==> config.mk <==
export PLATFORM = sky130hd
export DESIGN_NAME = dice_roll_controller
export DESIGN_NICKNAME = d
export VERILOG_FILES = /design/src/rtl/dice_pkg.sv /design/src/rtl/dice_bin2bcd.sv /design/src/rtl/dice_roll_controller.sv
export SDC_FILE = /design/constraint.sdc
export NUM_CORES = 1
export LEC_CHECK = 0
export BUFFER_PORTS_ARGS = -buffer_cell sky130_fd_sc_hd__buf_2
export CORE_MARGIN = 4
export CORE_UTILIZATION = 61
export CTS_CLUSTER_DIAMETER = 120
export DETAILED_ROUTE_END_ITERATION = 6
export MAX_ROUTING_LAYER = met4
export PLACE_DENSITY = 0.84
export SYNTH_ARGS = -nofsm -noshare
export SYNTH_HDL_FRONTEND = slang
export SYNTH_HIERARCHICAL = 1
export SYNTH_SLANG_ARGS = --single-unit
==> constraint.sdc <==
create_clock -name clk -period 3.48 [get_ports clk]
set_input_delay 0.348 -clock clk [delete_from_list [all_inputs] [get_ports clk]]
set_output_delay 0.348 -clock clk [all_outputs]
set_load 0.05 [all_outputs]
==> src/rtl/dice_pkg.sv <==
// dice_pkg: shared die tables, FSM state type and helpers for the dice roll controller.
package dice_pkg;

  localparam logic [3:0] BLANK = 4'hF;

  localparam logic [2:0] DIE_D4   = 3'd0;
  localparam logic [2:0] DIE_D6   = 3'd1;
  localparam logic [2:0] DIE_D8   = 3'd2;
  localparam logic [2:0] DIE_D10  = 3'd3;
  localparam logic [2:0] DIE_D12  = 3'd4;
  localparam logic [2:0] DIE_D20  = 3'd5;
  localparam logic [2:0] DIE_D100 = 3'd6;

  localparam logic [6:0] SIDES [7] = '{7'd4, 7'd6, 7'd8, 7'd10, 7'd12, 7'd20, 7'd100};
  localparam logic [6:0] MASK  [7] = '{7'd3, 7'd7, 7'd7, 7'd15, 7'd15, 7'd31, 7'd127};

  typedef enum logic [2:0] {
    ST_IDLE,
    ST_ROLL,
    ST_SETTLE,
    ST_DRAW,
    ST_CONV,
    ST_SHOW
  } state_t;

  // Lowest set bit wins; returns 0 for an all-zero vector.
  function automatic logic [2:0] lowest_set(input logic [6:0] v);
    logic [2:0] idx;
    idx = '0;
    for (int unsigned i = 7; i > 0; i--) begin
      if (v[i-1]) idx = 3'(i - 1);
    end
    return idx;
  endfunction

  // Animation face value (1..100) to {tens, units}; tens blank below 10, 100 shows "00".
  function automatic logic [7:0] face_digits(input logic [6:0] v);
    logic [3:0] t;
    logic [3:0] u;
    t = 4'(v / 7'd10);
    u = 4'(v - {3'b000, t} * 7'd10);
    if (v < 7'd10) return {BLANK, u};
    return {(t == 4'd10) ? 4'd0 : t, u};
  endfunction

endpackage

==> src/rtl/dice_bin2bcd.sv <==
// dice_bin2bcd: 7-bit binary to two BCD digits by repeated subtract-10.
//   clk, rst (sync, active-high), ena (freeze), start/bin in, done pulse, tens/units out.
//   tens reaches 10 for an input of 100.
module dice_bin2bcd (
  input  logic       clk,
  input  logic       rst,
  input  logic       ena,
  input  logic       start,
  input  logic [6:0] bin,
  output logic       done,
  output logic [3:0] tens,
  output logic [3:0] units
);

  logic       active;
  logic [6:0] rem;
  logic [3:0] tcnt;

  always_ff @(posedge clk) begin
    if (rst) begin
      active <= 1'b0;
      rem    <= '0;
      tcnt   <= '0;
      done   <= 1'b0;
      tens   <= '0;
      units  <= '0;
    end else if (ena) begin
      done <= 1'b0;
      if (start) begin
        rem    <= bin;
        tcnt   <= '0;
        active <= 1'b1;
      end else if (active) begin
        if (rem >= 7'd10) begin
          rem  <= rem - 7'd10;
          tcnt <= tcnt + 4'd1;
        end else begin
          tens   <= tcnt;
          units  <= rem[3:0];
          done   <= 1'b1;
          active <= 1'b0;
        end
      end
    end
  end

endmodule

==> src/rtl/dice_roll_controller.sv <==
// dice_roll_controller: arbitrates seven die buttons, animates, draws an unbiased
//   1..N value and presents it as BCD digit10/digit1 (4'hF = blank).
//   in : clk, rst (sync, active-high), ena, btn_raw[6:0], btn_active_high, rnd_in[7:0]
//   out: digit1, digit10, die_idx, busy, roll_done
//   ROLL_ANIM_EN: when defined, ROLL/SETTLE faces are shown on the digits.
module dice_roll_controller
  import dice_pkg::*;
#(
  parameter int unsigned ANIM_DIV     = 500000,
  parameter int unsigned SETTLE_STEPS = 6,
  parameter int unsigned SYNC_STAGES  = 2
) (
  input  logic       clk,
  input  logic       rst,
  input  logic       ena,
  input  logic [6:0] btn_raw,
  input  logic       btn_active_high,
  input  logic [7:0] rnd_in,
  output logic [3:0] digit1,
  output logic [3:0] digit10,
  output logic [2:0] die_idx,
  output logic       busy,
  output logic       roll_done
);

  localparam int unsigned CNT_W    = $clog2(ANIM_DIV + 1);
  localparam int unsigned SETTLE_W = $clog2(SETTLE_STEPS + 1);

  // Button input path: polarity normalise, synchronise, edge detect (runs even when ena=0)
  logic [6:0] sync_q [SYNC_STAGES];
  logic [6:0] pressed;
  logic [6:0] pressed_d;
  logic [6:0] rise;

  always_ff @(posedge clk) begin
    if (rst) begin
      for (int unsigned i = 0; i < SYNC_STAGES; i++) sync_q[i] <= '0;
      pressed_d <= '0;
    end else begin
      sync_q[0] <= btn_raw ^ {7{~btn_active_high}};
      for (int unsigned i = 1; i < SYNC_STAGES; i++) sync_q[i] <= sync_q[i-1];
      pressed_d <= pressed;
    end
  end

  assign pressed = sync_q[SYNC_STAGES-1];
  assign rise    = pressed & ~pressed_d;

  // FSM state and datapath registers
  state_t              state, state_n;
  logic [2:0]          die_n;
  logic [CNT_W-1:0]    step_cnt, step_n;
  logic [SETTLE_W-1:0] settle_cnt, settle_n;
  logic [6:0]          value, value_n;
  logic [3:0]          d1_n, d10_n;
  logic                done_n;
  logic                conv_start, start_n;

  logic                wrap;
  logic [7:0]          cand;
  logic                accept;

  logic                bcd_done;
  logic [3:0]          bcd_tens;
  logic [3:0]          bcd_units;

  dice_bin2bcd u_bin2bcd (
    .clk   (clk),
    .rst   (rst),
    .ena   (ena),
    .start (conv_start),
    .bin   (value),
    .done  (bcd_done),
    .tens  (bcd_tens),
    .units (bcd_units)
  );

  always_ff @(posedge clk) begin
    if (rst) begin
      state      <= ST_IDLE;
      die_idx    <= '0;
      step_cnt   <= '0;
      settle_cnt <= '0;
      value      <= '0;
      digit1     <= BLANK;
      digit10    <= BLANK;
      roll_done  <= 1'b0;
      conv_start <= 1'b0;
    end else begin
      state      <= state_n;
      die_idx    <= die_n;
      step_cnt   <= step_n;
      settle_cnt <= settle_n;
      value      <= value_n;
      digit1     <= d1_n;
      digit10    <= d10_n;
      roll_done  <= done_n;
      conv_start <= start_n;
    end
  end

  always_comb begin
    state_n  = state;
    die_n    = die_idx;
    step_n   = step_cnt;
    settle_n = settle_cnt;
    value_n  = value;
    d1_n     = digit1;
    d10_n    = digit10;
    done_n   = roll_done;
    start_n  = conv_start;

    wrap   = (step_cnt == CNT_W'(ANIM_DIV - 1));
    cand   = rnd_in & {1'b0, MASK[die_idx]};
    accept = (cand < {1'b0, SIDES[die_idx]});

    if (ena) begin
      done_n  = 1'b0;
      start_n = 1'b0;
      case (state)
        ST_IDLE, ST_SHOW: begin
          if (|rise) begin
            state_n  = ST_ROLL;
            die_n    = lowest_set(rise);
            step_n   = '0;
            settle_n = '0;
            d1_n     = BLANK;
            d10_n    = BLANK;
          end
        end
        ST_ROLL: begin
          if (!pressed[die_idx]) begin
            state_n  = ST_SETTLE;
            step_n   = '0;
            settle_n = '0;
          end else if (wrap) begin
            step_n = '0;
`ifdef ROLL_ANIM_EN
            if (accept) {d10_n, d1_n} = face_digits(cand[6:0] + 7'd1);
`endif
          end else begin
            step_n = step_cnt + CNT_W'(1);
          end
        end
        ST_SETTLE: begin
          if (wrap) begin
            step_n = '0;
`ifdef ROLL_ANIM_EN
            if (accept) {d10_n, d1_n} = face_digits(cand[6:0] + 7'd1);
`endif
            if (settle_cnt == SETTLE_W'(SETTLE_STEPS - 1)) state_n = ST_DRAW;
            else settle_n = settle_cnt + SETTLE_W'(1);
          end else begin
            step_n = step_cnt + CNT_W'(1);
          end
        end
        ST_DRAW: begin
          if (accept) begin
            value_n = cand[6:0] + 7'd1;
            start_n = 1'b1;
            state_n = ST_CONV;
          end
        end
        ST_CONV: begin
          if (bcd_done) begin
            state_n = ST_SHOW;
            d1_n    = bcd_units;
            // tens of 10 only occurs for a d100 roll of 100, displayed as "00"
            d10_n   = (bcd_tens == 4'd0)  ? BLANK :
                      (bcd_tens == 4'd10) ? 4'd0  : bcd_tens;
            done_n  = 1'b1;
          end
        end
        default: state_n = ST_IDLE;
      endcase
    end
  end

  assign busy = (state != ST_IDLE) && (state != ST_SHOW);

endmodule
==> flow_summary.toml <==
[run_status]
status = "finished, final reports clean"

[clock_network]
cts_hold_buf = 0
clk_latency_ns = 0.36
clkSinkCount = 87
cts_tree = "built"
cts_resized = 0
clockRootBuffer = "clkbuf_8"
cts_setup_buffers = 0
clock_path_buffers = 2
cts_buffers = 9
htree_levels = 3
cts.clk_slew.worst_paths_ns = 0.09

[place]
gp_congestion = 0.808
portBuffers = 30
dpl_cell_area_sq_um = 4770
hpwl_um = 6620

[pwr]
switching_share_pct = 29.9
leakagePower_nw = 1.74
cellPowerDensity_nw_per_um2 = 423
p_int_w = 0.00147
fin_total_pwr_w = 0.00210
switchingPower_w = 0.000629
clockPowerShare_pct = 34.1
ir_worst_vdd_mv = 0.365
seqPwrFrac_pct = 50.1
power_frac_comb_pct = 15.8

[global_routing]
grtUsageTotal_pct = 22.5
grt_pass1_wl_um = 16200
gr-total-overflow = 0
grt_start_max_net_pins = 41
antenna_found_initial = 0
grt_pass1_vias = 3590

[worst_setup_path]
worst_ep_arrival_time_ns = 3.11
crit_family = "compound AO/OA/AOI/OAI gates"
cpPeakStageDelay_ns = 0.60
worstSetupEndpointType = "register"
worst-path-max-fanout = 14
crit_required_ns = 3.74
crit_slowest_cell = "dfxtp_1"
setup.worst_path.class = "reg -> reg"
crit_path_start_kind = "register"
path_buf_inv = 1
path_cells = "a21oi_1, nor2b_1, ha_1, a211o_1, a31oi_1, o211a_1, inv_1, o41ai_1"

[synthesis]
postSynthAreaPerCell_sq_um = 9.34
synthArstFlopShare_pct = 0
synth_seq_area_share_pct = 37.2
synthesis.nets = 529
synth.distinct_cells = 84
syn-cell-area_sq_um = 4680
synth_edf_count = 0
syn_inst = 501
ys_ff_latch = 87
synthTopCellsByCount = "dfxtp_1, nor2_1, nand2_1"
yosysMostFrequentCell = "dfxtp_1"
synthFlopType = "dfxtp_1"
synth_top_area_share_pct = 37.2
synth_area_leaders = "dfxtp_1, a211oi_2, nor2b_1, mux2i_1, ha_1"
yosysTopAreaCell = "dfxtp_1"
yosys_warnings = 6

[hold_path]
min_path_type = "in -> reg"

[final_layout]
drive_gt1_share_pct = 20.4
syn_to_final_growth_pct = 6.34
num-nets-final = 543
antenna_cells = 0
design_area_sq_um = 4980

[timing]
hold_violations = 0
relSlewSlack_pct = 38.4
worst_pin_slew_ns = 0.922
period_share_pct = 82.1
rsz0062_at_grt = "false"
max_freq_mhz = 350
skew_ns = 0.0133
maxSlewViolCount = 0
setup_tns_ns = 0
setup_viol = 0
fin_crit_ns = 2.86

[floorplanning]
ios = 32
die_h_um = 95.6
start_util_pct = 63.5
num_rows = 31
core_sq_um = 7370
die_w_um = 95.6
dieArea_sq_um = 9140

[flow_run]
maxCapViolCount = 0

[routing]
drc = 0
first_pass_iters = 4
antenna_left = 0
wl_um = 9290
via_per_inst = 6.02
vias = 3725
detail_route.wl_per_cell_um = 15.0
drt_iter0_drc = 202
routing by layer:
metal / global-route usage [%] / share of wire (%) / wire length [um] / vias to the layer above
met2: 36.7 / 48 / 4470 / 92
met4: 6.40 / 1.5 / 142 / 0
li1: - / - / - / 1883
met3: 4.97 / 4.7 / 439 / 17
met5: - / 0 / 0 / -
met1: 28.0 / 46 / 4240 / 1733
area by class of cell:
type                       count  area, sq um
timing repair buffer          36          195
inverter                      18         67.6
clock buffer                   9          124
tap                           99          124
clock inverter                 7         78.8
fill                         600         2390
sequential                    87         1740
multi-input combinational    363         2650
power by group through the flow:
stage,Combinational [W],Clock [W],Sequential [W]
2_1_floorplan,0.000279,0,0.00108
3_3_place_gp,0.000321,0,0.00108
3_5_place_dp,0.000331,0,0.00108
4_1_cts,0.000332,0.000730,0.00105
5_1_grt,0.000365,0.000767,0.00106
6_report,0.000332,0.000718,0.00105
kinds of logic (layout without fill, tap and decap cells):
group	count (synthesis)	after routing	share of synthesized area, %
buf+inv	51	70	6.25
compound gates	131	131	22.5
xor+xnor	14	14	2.62
flops	87	87	37.2
mux	14	14	2.99
fa+ha+maj	9	9	2.41
simple gates	195	195	26.0
cell usage in the layout (no fill, tap or decap), drive strengths merged, types with 4 or more instances in the layout:
cell type  Yosys  layout
a21oi         22      22
and2b          4       4
nor3          10      10
or2            5       5
nor3b          4       4
nand3         17      17
nor2          27      27
or4           13      13
nand3b         4       4
inv           18      20
nand2b        16      16
a211o          4       4
o22ai          6       6
a31oi          8       8
buf           17      36
o21bai         6       6
clkbuf        16       9
xor2          10      10
xnor2          4       4
o21ai         21      21
dfxtp         87      87
o31ai         10      10
nand4b         4       4
mux2i         14      14
nand4          8       8
o41ai          4       4
ha             9       9
nand2         26      26
a211oi        22      22
or3           12      12
nor2b         28      28
flip-flops by register name, summed over array words and instances, names as in the netlist:
name and flops:
u_bin2bcd/tcnt 4, roll_done 1, u_bin2bcd/units 4, step_cnt 19
sync_q 14, u_bin2bcd/rem 7, conv_start 1, digit1 4
state 3, settle_cnt 3, u_bin2bcd/tens 4, digit10 4
u_bin2bcd/done 1, value 7, die_idx 3, pressed_d 7
u_bin2bcd/active 1
metrics by stage:
stage | setup WS [ns] | hold WS (ns) | util [%] | std cells
floorplan | 0.658 | 0.414 | - | 501
global placement | 0.720 | 0.417 | 64.8 | 603
detailed placement | 0.633 | 0.422 | 64.8 | 603
CTS | 0.612 | 0.177 | 67.5 | 619
global route | 0.296 | 0.208 | 67.5 | 619
finish | 0.624 | 0.194 | 67.5 | 619
final timing paths:
path / start / end / slack [ns] / depth (start not counted)
worst max-delay path: die_idx[2] / value[6] / 0.62 / 8
worst min-delay path: rnd_in[0] / value[0] / 0.19 / 2
worst max register to register: die_idx[2] / value[6] / 0.62 / 8
worst min register to register: sync_q[0][3] / sync_q[0][10] / 0.44 / 1
Note: power is estimated with default switching activity, not from simulation.
